**src/rtl/exp5_unidade_controle_if.sv**
```systemverilog
// Control/status bundle between the memory-game control unit and its datapath.
// master = control unit side, slave = datapath side.
interface exp5_unidade_controle_if #(
    parameter int ESTADO_W = 4
);
    // status flags from the datapath
    logic                iniciar;
    logic                jogada_feita;
    logic                igual;
    logic                enderecoIgualLimite;
    logic                fimE;
    logic                controle_timeout;
    // controls towards the datapath
    logic                zeraE;
    logic                contaE;
    logic                zeraL;
    logic                contaL;
    logic                zeraR;
    logic                registraR;
    logic                contaT;
    logic                pronto;
    logic                acertou;
    logic                errou;
    logic                timeout;
    logic [ESTADO_W-1:0] db_estado;

    modport master (
        input  iniciar, jogada_feita, igual, enderecoIgualLimite, fimE, controle_timeout,
        output zeraE, contaE, zeraL, contaL, zeraR, registraR, contaT,
               pronto, acertou, errou, timeout, db_estado
    );

    modport slave (
        output iniciar, jogada_feita, igual, enderecoIgualLimite, fimE, controle_timeout,
        input  zeraE, contaE, zeraL, contaL, zeraR, registraR, contaT,
               pronto, acertou, errou, timeout, db_estado
    );
endinterface

```
**src/rtl/exp5_unidade_controle.sv**
```systemverilog
// Moore control FSM for the memory game: rounds of growing length, play compare, win/lose/timeout.
// Latency: outputs decoded from the state register, valid right after each rising clock edge.
// Backpressure: none; the FSM parks in ESPERA_JOGADA until a play pulse. Macro TIMEOUT_EN enables the play timeout.
module exp5_unidade_controle #(
    parameter int ESTADO_W        = 4,
    parameter bit REINICIA_DIRETO = 1'b1
) (
    input  logic                        clock,
    input  logic                        reset,
    exp5_unidade_controle_if.master     bus
);

    localparam logic [ESTADO_W-1:0] INICIAL        = ESTADO_W'(4'h0);
    localparam logic [ESTADO_W-1:0] PREPARACAO     = ESTADO_W'(4'h1);
    localparam logic [ESTADO_W-1:0] INICIO_RODADA  = ESTADO_W'(4'h2);
    localparam logic [ESTADO_W-1:0] ESPERA_JOGADA  = ESTADO_W'(4'h3);
    localparam logic [ESTADO_W-1:0] REGISTRA       = ESTADO_W'(4'h4);
    localparam logic [ESTADO_W-1:0] COMPARACAO     = ESTADO_W'(4'h5);
    localparam logic [ESTADO_W-1:0] PROXIMA_JOGADA = ESTADO_W'(4'h6);
    localparam logic [ESTADO_W-1:0] PROXIMA_RODADA = ESTADO_W'(4'h8);
    localparam logic [ESTADO_W-1:0] FIM_ACERTOU    = ESTADO_W'(4'hA);
    localparam logic [ESTADO_W-1:0] FIM_TIMEOUT    = ESTADO_W'(4'hE);
    localparam logic [ESTADO_W-1:0] FIM_ERROU      = ESTADO_W'(4'hF);

    logic [ESTADO_W-1:0] estado;
    logic [ESTADO_W-1:0] estado_nxt;
    logic                reinicia;

    assign reinicia = bus.iniciar && REINICIA_DIRETO;

    always_ff @(posedge clock or posedge reset) begin
        if (reset) begin
            estado <= INICIAL;
        end else begin
            estado <= estado_nxt;
        end
    end

    always_comb begin
        estado_nxt = INICIAL;
        case (estado)
            INICIAL:        estado_nxt = bus.iniciar ? PREPARACAO : INICIAL;
            PREPARACAO:     estado_nxt = INICIO_RODADA;
            INICIO_RODADA:  estado_nxt = ESPERA_JOGADA;
            ESPERA_JOGADA: begin
                // a play arriving together with the timeout still counts
                if (bus.jogada_feita) begin
                    estado_nxt = REGISTRA;
`ifdef TIMEOUT_EN
                end else if (bus.controle_timeout) begin
                    estado_nxt = FIM_TIMEOUT;
`endif
                end else begin
                    estado_nxt = ESPERA_JOGADA;
                end
            end
            REGISTRA:       estado_nxt = COMPARACAO;
            COMPARACAO: begin
                if (!bus.igual) begin
                    estado_nxt = FIM_ERROU;
                end else if (bus.enderecoIgualLimite && bus.fimE) begin
                    estado_nxt = FIM_ACERTOU;
                end else if (bus.enderecoIgualLimite) begin
                    estado_nxt = PROXIMA_RODADA;
                end else begin
                    estado_nxt = PROXIMA_JOGADA;
                end
            end
            PROXIMA_JOGADA: estado_nxt = ESPERA_JOGADA;
            PROXIMA_RODADA: estado_nxt = INICIO_RODADA;
            FIM_ACERTOU:    estado_nxt = reinicia ? PREPARACAO : FIM_ACERTOU;
            FIM_ERROU:      estado_nxt = reinicia ? PREPARACAO : FIM_ERROU;
`ifdef TIMEOUT_EN
            FIM_TIMEOUT:    estado_nxt = reinicia ? PREPARACAO : FIM_TIMEOUT;
`endif
            default:        estado_nxt = INICIAL;
        endcase
    end

    always_comb begin
        bus.zeraE     = 1'b0;
        bus.contaE    = 1'b0;
        bus.zeraL     = 1'b0;
        bus.contaL    = 1'b0;
        bus.zeraR     = 1'b0;
        bus.registraR = 1'b0;
        bus.contaT    = 1'b0;
        bus.pronto    = 1'b0;
        bus.acertou   = 1'b0;
        bus.errou     = 1'b0;
        bus.timeout   = 1'b0;
        case (estado)
            PREPARACAO: begin
                bus.zeraE = 1'b1;
                bus.zeraL = 1'b1;
                bus.zeraR = 1'b1;
            end
            INICIO_RODADA: begin
                bus.zeraE = 1'b1;
                bus.zeraR = 1'b1;
            end
`ifdef TIMEOUT_EN
            ESPERA_JOGADA:  bus.contaT    = 1'b1;
`endif
            REGISTRA:       bus.registraR = 1'b1;
            PROXIMA_JOGADA: bus.contaE    = 1'b1;
            PROXIMA_RODADA: bus.contaL    = 1'b1;
            FIM_ACERTOU: begin
                bus.pronto  = 1'b1;
                bus.acertou = 1'b1;
            end
            FIM_ERROU: begin
                bus.pronto = 1'b1;
                bus.errou  = 1'b1;
            end
`ifdef TIMEOUT_EN
            FIM_TIMEOUT: begin
                bus.pronto  = 1'b1;
                bus.timeout = 1'b1;
            end
`endif
            default: ;
        endcase
    end

    assign bus.db_estado = estado;

`ifndef TIMEOUT_EN
    logic unused_controle_timeout;
    assign unused_controle_timeout = bus.controle_timeout;
`endif

endmodule
```
**src/flat_wrapper.sv**
```systemverilog
// flat-port wrapper written by rule: the top's interface ports become plain ports
module exp5_unidade_controle_flat 
#(
    parameter int ESTADO_W        = 4,
    parameter bit REINICIA_DIRETO = 1'b1
)
  (clock, reset, bus_iniciar, bus_jogada_feita, bus_igual, bus_enderecoIgualLimite, bus_fimE, bus_controle_timeout, bus_zeraE, bus_contaE, bus_zeraL, bus_contaL, bus_zeraR, bus_registraR, bus_contaT, bus_pronto, bus_acertou, bus_errou, bus_timeout, bus_db_estado);
  exp5_unidade_controle_if #(.ESTADO_W(ESTADO_W)) bus_i ();
  input  logic clock;
  input  logic reset;
  input wire logic [$bits(bus_i.iniciar)-1:0] bus_iniciar;
  input wire logic [$bits(bus_i.jogada_feita)-1:0] bus_jogada_feita;
  input wire logic [$bits(bus_i.igual)-1:0] bus_igual;
  input wire logic [$bits(bus_i.enderecoIgualLimite)-1:0] bus_enderecoIgualLimite;
  input wire logic [$bits(bus_i.fimE)-1:0] bus_fimE;
  input wire logic [$bits(bus_i.controle_timeout)-1:0] bus_controle_timeout;
  output wire logic [$bits(bus_i.zeraE)-1:0] bus_zeraE;
  output wire logic [$bits(bus_i.contaE)-1:0] bus_contaE;
  output wire logic [$bits(bus_i.zeraL)-1:0] bus_zeraL;
  output wire logic [$bits(bus_i.contaL)-1:0] bus_contaL;
  output wire logic [$bits(bus_i.zeraR)-1:0] bus_zeraR;
  output wire logic [$bits(bus_i.registraR)-1:0] bus_registraR;
  output wire logic [$bits(bus_i.contaT)-1:0] bus_contaT;
  output wire logic [$bits(bus_i.pronto)-1:0] bus_pronto;
  output wire logic [$bits(bus_i.acertou)-1:0] bus_acertou;
  output wire logic [$bits(bus_i.errou)-1:0] bus_errou;
  output wire logic [$bits(bus_i.timeout)-1:0] bus_timeout;
  output wire logic [$bits(bus_i.db_estado)-1:0] bus_db_estado;
  assign bus_i.iniciar = bus_iniciar;
  assign bus_i.jogada_feita = bus_jogada_feita;
  assign bus_i.igual = bus_igual;
  assign bus_i.enderecoIgualLimite = bus_enderecoIgualLimite;
  assign bus_i.fimE = bus_fimE;
  assign bus_i.controle_timeout = bus_controle_timeout;
  assign bus_zeraE = bus_i.zeraE;
  assign bus_contaE = bus_i.contaE;
  assign bus_zeraL = bus_i.zeraL;
  assign bus_contaL = bus_i.contaL;
  assign bus_zeraR = bus_i.zeraR;
  assign bus_registraR = bus_i.registraR;
  assign bus_contaT = bus_i.contaT;
  assign bus_pronto = bus_i.pronto;
  assign bus_acertou = bus_i.acertou;
  assign bus_errou = bus_i.errou;
  assign bus_timeout = bus_i.timeout;
  assign bus_db_estado = bus_i.db_estado;
  exp5_unidade_controle #(.ESTADO_W(ESTADO_W), .REINICIA_DIRETO(REINICIA_DIRETO)) u_core (.clock(clock), .reset(reset), .bus(bus_i));
endmodule
```
**config.mk**
```make
export PLATFORM = sky130hd
export DESIGN_NAME = exp5_unidade_controle_flat
export DESIGN_NICKNAME = d
export VERILOG_FILES = /design/src/rtl/exp5_unidade_controle_if.sv /design/src/rtl/exp5_unidade_controle.sv /design/src/flat_wrapper.sv
export SDC_FILE = /design/constraint.sdc
export NUM_CORES = 1
export LEC_CHECK = 0
export ABC_AREA = 1
export BUFFER_PORTS_ARGS = -buffer_cell sky130_fd_sc_hd__buf_4
export CORE_AREA = 2 2 39 41
export DETAILED_ROUTE_END_ITERATION = 10
export DIE_AREA = 0 0 41 43
export PLACE_DENSITY_LB_ADDON = 0.05
export SLEW_MARGIN = 5
export SYNTH_ARGS = -nofsm -noshare
export SYNTH_HDL_FRONTEND = slang
export SYNTH_SLANG_ARGS = --single-unit
```
**constraint.sdc**
```tcl
create_clock -name clock -period 2.9 [get_ports clock]
set_input_delay 0.145 -clock clock [delete_from_list [all_inputs] [get_ports clock]]
set_output_delay 0.145 -clock clock [all_outputs]
set_load 0.05 [all_outputs]
```
Yosys cells after proc, flatten, opt, wreduce, memory -nomap -nowiden
Index checks and enable logic that the tools add are counted.
W data, S select, Z words.
{"block": "totals", "register_bits": 4, "in_bits": 8, "output_inout_bits": 15, "word_cells": 32}
{"block": "op_classes", "eq_ne": 9, "muxes": 16, "n_reduce_logical": 6}
{"cell": "$pmux W4 S8", "n": 1}
{"cell": "$mux W4", "n": 5}
{"cell": "$eq A4 B3 Y1 const B", "n": 3}
{"cell": "$eq A4 B4 Y1 const B", "n": 3}
{"cell": "$mux W1", "n": 9}
{"cell": "$eq A4 B2 Y1 const B", "n": 2}
{"cell": "$reduce_or A2 Y1", "n": 4}
{"cell": "$eq A4 B1 Y1 const B", "n": 1}
{"cell": "$logic_not A4 Y1", "n": 1}
{"cell": "$mux W3", "n": 1}
{"cell": "$logic_and A1 B1 Y1", "n": 1}

Depth between registers and ports, before layout
Gate-level depths: netlist (run 1).
{"block": "logic_depth", "depth_word": 4, "depth_mapped": 6, "mapped_depth_nobuf": 6}

Worst setup path after synthesis (run 1)
Ideal clock, no wire load.
{"block": "synth_timing", "kind": "register -> output", "start": "reg u_core.estado[1] (netlist: u_core.bus.db_estado[1])", "end": "out bus_contaE", "t_arrival_ns": 2.323, "path_slack_ns": 0.432, "stages_incl_launch_ff": 3, "path_cell_list": "dfrtp_1 inv_2 nor4_1"}
{"block": "synth_via", "elab_chain_cells": 2}
{"element": "from (decl)", "line_no": "exp5_unidade_controle.sv:25", "source": "logic [ESTADO_W-1:0] estado;"}
{"element": "from (signal assigned)", "line_no": "exp5_unidade_controle.sv:35", "source": "estado <= estado_nxt;"}
{"element": "$eq A4 B3 Y1", "line_no": "exp5_unidade_controle.sv:92", "source": "case (estado)"}
{"element": "$mux W1", "line_no": "exp5_unidade_controle.sv:92"}
{"element": "to (decl)", "line_no": "flat_wrapper.sv:18", "source": "output wire logic [$bits(bus_i.contaE)-1:0] bus_contaE;"}
No other way between the ends.

Final worst setup path (run 1)
{"block": "layout_timing", "start": "reg u_core.estado[3] (netlist: u_core.bus.db_estado[3])", "end": "out bus_zeraR"}
{"block": "layout_via", "elab_chain_cells": 3}
{"element": "$eq A4 B1 Y1 / $eq A4 B2 Y1 (equally long branches)", "line_no": "exp5_unidade_controle.sv:92"}
{"element": "$reduce_or A2 Y1 (no source line) *"}
{"element": "$mux W1 *", "line_no": "exp5_unidade_controle.sv:92"}
{"element": "to (decl)", "line_no": "flat_wrapper.sv:21", "source": "output wire logic [$bits(bus_i.zeraR)-1:0] bus_zeraR;"}
Mark *: on every way between the ends. The rest lies on a longest branch, timed or not.

==> impl_metrics.py, run 1 <==
metrics = {
    "timing": {
        "min_period_ns": 1.509,
        "setup_slack_ns": 1.391,
        "fin_skew_ns": 0.001397,
        "fin_setup_tns_ns": 0,
        "fin_crit_sh": 0.5204,
        "max_freq_ghz": 0.6626,
        "rsz0062_at_grt": "false",
        "slew_viol_final": 0,
        "setup_viol": 0,
        "whs_ns": 0.1712,
        "hold_viol": 0,
    },
    "synth": {
        "yosysSeqAreaShare": 0.2548,
        "yosys.area.top_type": "dfrtp_1",
        "avgSynthCellArea_um2": 5.953,
        "synth.distinct_cells": 14,
        "synth_cells": 66,
        "ys_warn_count": 0,
        "syn_area_um2": 392.9,
        "synth_top_area_share": 0.2548,
        "synth_area_leaders": "dfrtp_1 25%, nand2_1 12%, inv_1 9.6%, nor2_1 9.6%, nor2_2 9.6%",
        "synth_seq_cells": 4,
    },
    "clock_tree": {
        "numCtsBuffers": 3,
        "clockRootBuffer": "clkbuf_4",
        "h-tree-depth": 1,
        "postCtsSetupBuffers": 0,
        "clk_pin_slew_worst_paths_ns": 0.04,
        "cts_tree": "done",
        "clockBufferDepth": 2,
        "cts_sinks": 4,
        "post_cts_resized": 0,
        "clk_latency_ns": 0.23,
    },
    "floorplan": {
        "start_util": 0.2839,
        "rows": 14,
        "die_w_um": 41,
        "core-area_mm2": 0.001384,
        "pin_count": 23,
        "die_height_um": 43,
        "dieArea_mm2": 0.001763,
    },
    "layout": {
        "largest_reg_flops": 4,
        "fillCellCount": 155,
        "antennaDiodeCount": 0,
        "drive_gt1_frac": 0.4253,
        "nets": 97,
        "syn2layout_area_growth_pct": 44.90,
    },
    "placed_design": {
        "port_buffers": 19,
        "gp_congestion": 0.7341,
        "pre_cts_slack_ns": 1.619,
        "detailed_place_hpwl_um": 830.6,
    },
    "drt": {
        "drc": 0,
        "wl_per_cell_um": 9.505,
        "num_vias": 441,
        "drtIter0Drc": 4,
        "antenna_left": 0,
        "wl_um": 979,
        "drt-pass1-iter-count": 2,
        "via_per_inst": 4.282,
    },
    "worst_setup_path": {
        "reg2reg_from": "u_core.bus.db_estado[3]",
        "crit_required_ns": 2.76,
        "critPathKind": "flip-flop to primary output",
        "crit_fanout": 6,
        "timing.rr.end": "u_core.bus.db_estado[1]",
        "arrival_ns": 1.36,
        "cp-end-kind": "primary output",
        "critPathTopFamily": "flip-flops",
        "rrSetupSlack_ns": 1.78,
        "ff2ff_path_depth": 5,
        "crit_path_start_kind": "flip-flop",
        "cp_cell_sequence": "nor2_2 -> inv_1 -> nor2_1 -> buf_4",
        "critPathMaxStageDelay_ns": 0.45,
        "slowest_stage": "dfrtp_1",
        "crit_buf_inv": 2,
        "cp-startpoint": "u_core.bus.db_estado[3]",
    },
    "min_path": {
        "hold_class": "primary input to flip-flop",
        "hold_depth": 3,
        "hp-start": "bus_iniciar",
        "holdPathEnd": "u_core.bus.db_estado[0]",
    },
    "grt": {
        "antenna_found_initial": 0,
        "grt_pass1_vias": 392,
        "gr-total-overflow": 0,
        "grt_pass1_wl_um": 1504,
        "grt_max_degree": 9,
        "track_usage": 0.1290,
    },
    "job": {
        "maxCapViolations": 0,
    },
    "power_and_ir_drop": {
        "leakage_nw": 0.3624,
        "ir_drop_uv": 343.8,
        "p_per_area_mw_per_mm2": 1289,
    },
    "run_status": {
        "run_status": "finished clean",
    },
}
==> worst register-to-register path, cell delays in order, from the launching register on <==
cell     delay (ns)
dfrtp_1        0.45
nor2_2         0.24
inv_1          0.09
nor2_1         0.12
nor2_1         0.08
nand3_1        0.08
==> power by group <==
| part | internal, mW | total (mW) | switching (mW) |
|---|---|---|---|
| clock | 0.0461 | 0.0660 | 0.0199 |
| sequential | 0.0801 | 0.126 | 0.0457 |
| combinational | 0.153 | 0.542 | 0.389 |
==> cell usage in the layout (no fill, tap or decap) <==
| master | Yosys | layout |
|---|---|---|
| nor2_1 | 10 | 10 |
| nor2_2 | 6 | 6 |
| nand3_1 | 6 | 6 |
| nand4_1 | 2 | 2 |
| nor4_1 | 1 | 1 |
| buf_4 | 3 | 19 |
| inv_1 | 10 | 10 |
| inv_2 | 4 | 4 |
| conb_1 | 1 | 2 |
| nand3b_1 | 1 | 1 |
| clkbuf_4 | 0 | 3 |
| o21ai_2 | 1 | 1 |
| dlygate4sd3_1 | 0 | 1 |
| dfrtp_1 | 4 | 4 |
| nand2_2 | 4 | 4 |
| nand2_1 | 13 | 13 |
==> stage by stage <==
| step | area [um2] | instances | util | power [mW] |
|---|---|---|---|---|
| after floorplan | 396.6 | 67 | - | 0.5411 |
| after global placement | 536.8 | 99 | 0.3879 | 0.6756 |
| after detailed placement | 536.8 | 99 | 0.3879 | 0.6734 |
| after CTS | 569.3 | 103 | 0.4114 | 0.7450 |
| after global routing | 569.3 | 103 | 0.4114 | 0.7908 |
| final | 569.3 | 103 | 0.4114 | 0.7339 |
==> synthesized netlist by cell type, drive strengths merged <==
cell type,count
inv,14
nand3,6
nand3b,1
dfrtp,4
nor2,16
nor4,1
o21ai,1
buf,3
nand4,2
nand2,17
conb,1
==> layer usage <==
| metal | track usage | wire length, um | up-vias |
|---|---|---|---|
| li1 | - | - | 242 |
| met5 | 0 | 0 | - |
| met3 | 0.06283 | 50 | 0 |
| met4 | 0.02000 | 0 | 0 |
| met2 | 0.1938 | 481 | 13 |
| met1 | 0.1661 | 448 | 186 |
==> area by class of cell <==
| class | instances | area, um2 | area share |
|---|---|---|---|
| multi-input cells | 46 | 221.5 | 0.3890 |
| repair buffers | 20 | 152.6 | 0.2681 |
| flip-flops and latches | 4 | 100.1 | 0.1758 |
| inverters | 14 | 52.55 | 0.09231 |
| clock buffers | 3 | 22.52 | 0.03956 |
| well taps | 16 | 20.02 | 0.03516 |
==> worst max-delay path by stage <==
stage                      end  cells past startpoint
CTS                  bus_zeraR                      5
floorplan           bus_contaE                      2
global route         bus_zeraR                      4
finish               bus_zeraR                      4
detailed placement   bus_zeraR                      5
global placement     bus_zeraE                      5
==> logic make-up after synthesis <==
logic type             synth area share
DFF                              0.2548
AOI/OAI and AO/OA               0.02230
and+or+nand+nor                  0.5223
buffers and inverters            0.1911
other                          0.009545
==> repair_timing <==
item | CTS | global route
setup endpoints to repair | 0 | 0
hold endpoints to repair | 4 | 0
hold buffers | 1 | 0
No activity file was read; power rests on OpenSTA's default activity.
==> run 2: changes to the inputs <==
clock period = 1.46 ns   (was 2.9 ns; I/O delays follow)
==> run 2 against run 1 <==
  * Via count shrank 2.0%
  * Utilization increased by 4.2 points
  * Critical endpoint is now bus_zeraE
  * Count of clock-buffer cells in the layout did not move
  * Die area stayed put
  * Clock power grew 100%
  * Combinational power rose by 120%
  * Wire length shrank 3.7%
==> impl_metrics.py, run 2 (synthesis gave the netlist of run 1 again) <==
metrics = {
    "timing": {
        "fin_crit_sh": 0.9471,
        "fin_setup_tns_ns": 0,
        "min_period_ns": 1.383,
        "max_freq_ghz": 0.7232,
        "slew_viol_final": 0,
        "setup_viol": 0,
        "fin_skew_ns": 0.0006022,
        "rsz0062_at_grt": "false",
        "hold_viol": 0,
    },
    "floorplan": {
        "die_w_um": 41,
        "die_height_um": 43,
        "pin_count": 23,
        "rows": 14,
        "core-area_mm2": 0.001384,
        "dieArea_mm2": 0.001763,
        "start_util": 0.2839,
    },
    "drt": {
        "antenna_left": 0,
        "drt-pass1-iter-count": 2,
        "top_layer": "met3",
        "wl_um": 943,
        "drtIter0Drc": 5,
        "wl_per_cell_um": 9.067,
        "num_vias": 432,
        "met1_length_um": 429,
        "via_per_inst": 4.154,
        "dr_wl_met3_um": 46,
        "wl_met2_um": 467,
        "drc": 0,
    },
    "placed_design": {
        "detailed_place_hpwl_um": 802.4,
        "postPlaceCellArea_um2": 581.8,
        "gp_congestion": 0.7371,
        "port_buffers": 19,
    },
    "clock_tree": {
        "clk_pin_slew_worst_paths_ns": 0.04,
        "cts_sinks": 4,
        "h-tree-depth": 1,
        "numCtsBuffers": 3,
        "clk_latency_ns": 0.23,
        "cts_tree": "done",
        "clockRootBuffer": "clkbuf_4",
        "clockBufferDepth": 2,
    },
    "worst_setup_path": {
        "crit_required_ns": 1.39,
        "critPathKind": "flip-flop to primary output",
        "arrival_ns": 1.31,
        "crit_path_start_kind": "flip-flop",
        "cp-end-kind": "primary output",
        "crit_fanout": 8,
    },
    "grt": {
        "grt_pass1_vias": 384,
        "track_usage": 0.1292,
        "grt_max_degree": 9,
        "grt_pass1_wl_um": 1524,
        "gr-total-overflow": 0,
        "antenna_found_initial": 0,
    },
    "layout": {
        "ff_latch_area_um2": 107.6,
        "antennaDiodeCount": 0,
        "nets": 98,
        "design_area_um2": 626.9,
        "final_common_cell": "buf_4",
        "largest_reg_flops": 4,
        "syn2layout_area_growth_pct": 59.55,
        "multiInputGateArea_um2": 264.0,
        "fillCellCount": 144,
        "final_cell_mix": "20 x buf_4, 13 x nand2_1, 10 x inv_1",
        "drive_gt1_frac": 0.5227,
    },
    "power_and_ir_drop": {
        "p_per_area_mw_per_mm2": 2582,
        "leakage_nw": 0.3648,
        "ir_drop_uv": 736.3,
    },
    "job": {
        "maxCapViolations": 0,
    },
    "min_path": {
        "hold_class": "primary input to flip-flop",
    },
    "run_status": {
        "run_status": "finished clean",
    },
}
run 2: layout make-up:
| cell class | count | area share |
|---|---|---|
| flip-flops and latches | 4 | 0.1717 |
| repair buffers | 21 | 0.2555 |
| well taps | 16 | 0.03194 |
| inverters | 14 | 0.08383 |
| multi-input cells | 46 | 0.4212 |
| clock buffers | 3 | 0.03593 |
run 2: metal layers:
metal	GRT usage	vias up
met4	0.04000	0
li1	-	238
met3	0.06283	0
met1	0.1732	181
met5	0	-
met2	0.1781	13
run 2: path summary, 6_finish.rpt:
check / end / start / cells past startpoint / slack (ns)
setup reg to reg: u_core.bus.db_estado[0] / u_core.bus.db_estado[3] / 6 / 0.37
hold / removal: u_core.bus.db_estado[0] / bus_iniciar / 3 / 0.08
setup / recovery: bus_zeraE / u_core.bus.db_estado[0] / 5 / 0.08
min in group asynchronous: u_core.bus.db_estado[0] / reset / 3 / 0.28
max in group asynchronous: u_core.bus.db_estado[0] / reset / 3 / 1.02
hold reg to reg: u_core.bus.db_estado[3] / u_core.bus.db_estado[1] / 3 / 0.70
run 2: power by group:
group / internal [mW] / switching [mW]
clock: 0.0916 / 0.0406
sequential: 0.176 / 0.118
combinational: 0.367 / 0.825
run 2: critical path: stages (launching register included):
cell and delay (ns):
dfrtp_4 0.53, inv_2 0.10, nor2_4 0.05, nor2_1 0.17, nor2_4 0.06, buf_4 0.18
run 2: what timing repair did:
item,4_1_cts,5_1_grt
gates resized for setup,0,3
setup buffers,0,0
setup endpoints to repair,0,3
hold buffers,1,0
endpoints found under the hold margin,4,0
run 2: stage by stage:
| stage | util | std cells | setup WS (ns) | total power [mW] | hold WS [ns] |
|---|---|---|---|---|---|
| 2_1_floorplan | - | 67 | 0.003168 | 1.201 | -0.1611 |
| 3_3_place_gp | 0.4204 | 100 | 0.2962 | 1.476 | -0.03361 |
| 3_5_place_dp | 0.4204 | 100 | 0.2967 | 1.467 | -0.03224 |
| 4_1_cts | 0.4439 | 104 | 0.04246 | 1.610 | 0.08000 |
| 5_1_grt | 0.4530 | 104 | 0.008304 | 1.736 | 0.08852 |
| 6_report | 0.4530 | 104 | 0.07722 | 1.619 | 0.08067 |
==> run 3: changes to the inputs <==
ABC_AREA = default   (was 1)
==> run 3 against run 2 <==
  * Combinational power up 8%
  * Cell count down 6.7%
  * Synthesized cell count down 20%
  * First-iteration DRC count rose to 3.0 times the previous value
  * Critical path depth down 1
  * Hold slack better by 0.0012 ns
  * Critical endpoint unchanged
  * Highest routed layer unchanged
==> impl_metrics.py, run 3 <==
metrics = {
    "synth": {
        "synth_compound_area_frac": 0.2746,
        "synth_ff_type": "dfrtp_1",
        "muxShareOfSynthArea": 0,
        "synth_top_family_by_area": "simple AND/OR/NAND/NOR gates",
        "avgSynthCellArea_um2": 7.909,
        "yosys-top-cells-count": "7 x nor2_1, 4 x dfrtp_1",
        "yosys.area.top_type": "dfrtp_1",
        "yosysMostFrequentCell": "nor2_1",
        "yosysSeqAreaShare": 0.2388,
        "synth_edf_count": 0,
        "synthSimpleGateAreaFrac": 0.3343,
        "synth_top_area_share": 0.2388,
        "synth_seq_cells": 4,
        "synth_adder_area_share": 0,
        "synth_cells": 53,
        "synth_area_leaders": "dfrtp_1 24%, nor2_1 6.3%, buf_4 5.4%, nor3b_1 5.4%, and4b_1 4.8%",
        "yosys.area_share.xor_xnor": 0,
        "synthArstFlopShare": 1.000,
        "synth.distinct_cells": 29,
        "ys_warn_count": 0,
        "syn_area_um2": 419.2,
    },
    "power_and_ir_drop": {
        "p_per_area_mw_per_mm2": 2322,
        "ir_drop_uv": 882.9,
        "leakage_nw": 0.3343,
        "p_total_mw": 1.694,
    },
    "layout": {
        "ff_latch_area_um2": 105.1,
        "final_cell_mix": "24 x buf_4, 5 x nor2_1, 5 x buf_6",
        "final_util": 0.5271,
        "syn2layout_area_growth_pct": 74.03,
        "antennaDiodeCount": 0,
        "nets": 90,
        "multiInputGateArea_um2": 320.3,
        "fillCellCount": 138,
        "drive_gt1_frac": 0.5926,
        "final_common_cell": "buf_4",
        "largest_reg_flops": 4,
    },
    "floorplan": {
        "die_w_um": 41,
        "pin_count": 23,
        "dieArea_mm2": 0.001763,
        "core-area_mm2": 0.001384,
        "rows": 14,
        "die_height_um": 43,
        "start_util": 0.3029,
    },
    "worst_setup_path": {
        "crit_buf_inv": 2,
        "crit_path_start_kind": "flip-flop",
        "cp-end-kind": "primary output",
        "cp_cell_sequence": "buf_4 -> nand2b_4 -> a211oi_4 -> buf_6",
        "critPathMaxStageDelay_ns": 0.35,
        "critPathTopFamily": "buffers and inverters",
        "critPathKind": "flip-flop to primary output",
        "slowest_stage": "dfrtp_2",
        "crit_fanout": 13,
        "crit_required_ns": 1.39,
        "arrival_ns": 1.35,
    },
    "grt": {
        "gr-total-overflow": 0,
        "grt_max_degree": 16,
        "track_usage": 0.1395,
        "grt_pass1_vias": 373,
        "grt_pass1_wl_um": 1683,
        "antenna_found_initial": 0,
    },
    "drt": {
        "drt-pass1-iter-count": 4,
        "drtIter0Drc": 15,
        "via_per_inst": 4.969,
        "drc": 0,
        "num_vias": 482,
        "antenna_left": 0,
        "wl_per_cell_um": 12.47,
        "wl_um": 1210,
    },
    "run_status": {
        "run_status": "finished clean",
    },
    "timing": {
        "min_period_ns": 1.419,
        "fin_skew_ns": 0.01708,
        "hold_viol": 0,
        "setup_viol": 0,
        "max_freq_ghz": 0.7048,
        "fin_crit_sh": 0.9718,
        "rsz0062_at_grt": "true",
        "whs_ns": 0.08183,
        "slew_viol_final": 0,
    },
    "placed_design": {
        "port_buffers": 19,
        "gp_congestion": 0.6834,
        "detailed_place_hpwl_um": 822.5,
    },
    "min_path": {
        "hold_class": "primary input to flip-flop",
    },
    "clock_tree": {
        "cts_tree": "done",
        "clockBufferDepth": 2,
        "numCtsBuffers": 3,
        "h-tree-depth": 1,
        "cts_sinks": 4,
        "clockRootBuffer": "clkbuf_4",
        "clk_pin_slew_worst_paths_ns": 0.05,
        "clk_latency_ns": 0.25,
    },
    "job": {
        "maxCapViolations": 0,
    },
}
## run 3: cell count changes after synthesis, moves of 4 or more
cell	previous run	this run
nand2_1	13	1
nand2_2	4	0
nand3_1	6	1
inv_1	10	3
nor2_2	6	0
inv_2	4	0
## run 3: power breakdown
| part | total (mW) | switching (mW) | internal (mW) | leakage [nW] |
|---|---|---|---|---|
| Combinational | 1.29 | 0.765 | 0.530 | 0.275 |
| Sequential | 0.237 | 0.0764 | 0.161 | 0.0443 |
| Clock | 0.162 | 0.0583 | 0.103 | 0.0150 |
## run 3: kinds of logic (layout without fill, tap and decap cells)
kind of cell,after synthesis,count (layout)
other,1,2
flip-flops,4,4
AND/OR/NAND/NOR,24,24
buffers and inverters,10,37
AO/OA/AOI/OAI,14,14
## run 3: area by class of cell
class                           count  area share
Inverter                            3     0.01544
Clock buffer                        4     0.03602
Sequential cell                     4      0.1441
Tap cell                           16     0.02744
Timing Repair Buffer               30      0.3379
Multi-Input combinational cell     40      0.4391
## run 3: final timing paths
check / endpoint / slack, ns / depth (start not counted) / start
max: bus_zeraE / 0.04 / 4 / u_core.bus.db_estado[1]
min reg2reg: u_core.bus.db_estado[0] / 0.72 / 2 / u_core.bus.db_estado[3]
min in group asynchronous: u_core.bus.db_estado[0] / 0.26 / 3 / reset
max reg2reg: u_core.bus.db_estado[1] / 0.16 / 4 / u_core.bus.db_estado[2]
min: u_core.bus.db_estado[3] / 0.08 / 2 / bus_iniciar
max in group asynchronous: u_core.bus.db_estado[3] / 1.01 / 3 / reset
## run 3: metal layers
metal	part of all wire	GRT usage
met2	0.49	0.1969
met5	0	0
met3	0.067	0.06283
met1	0.44	0.1974
met4	0	0.02000
## run 3: metrics by stage
step	worst slack, ns	area, um2	TNS [ns]	std cells
global route	-0.02392	729.5	-0.03249	97
global placement	0.07000	613.1	0	86
detailed placement	0.09174	613.1	0	86
floorplan	-0.2910	481.7	-1.448	54
CTS	-0.004379	695.7	-0.004379	94
finish	0.04113	729.5	0	97
## run 3: repair_timing
item                                   4_1_cts  5_1_grt
setup endpoints to repair                    8        4
setup buffers                                3        3
resized for setup                            8        3
pin swaps                                    1        1
endpoints found under the hold margin        4        0
hold buffers                                 1        0
## run 3: worst reg2reg max path, stage by stage (launching register included)
cell and delay, ns:
dfrtp_2 0.48, buf_4 0.16, or3_1 0.33, o2111ai_1 0.12
o31a_1 0.16
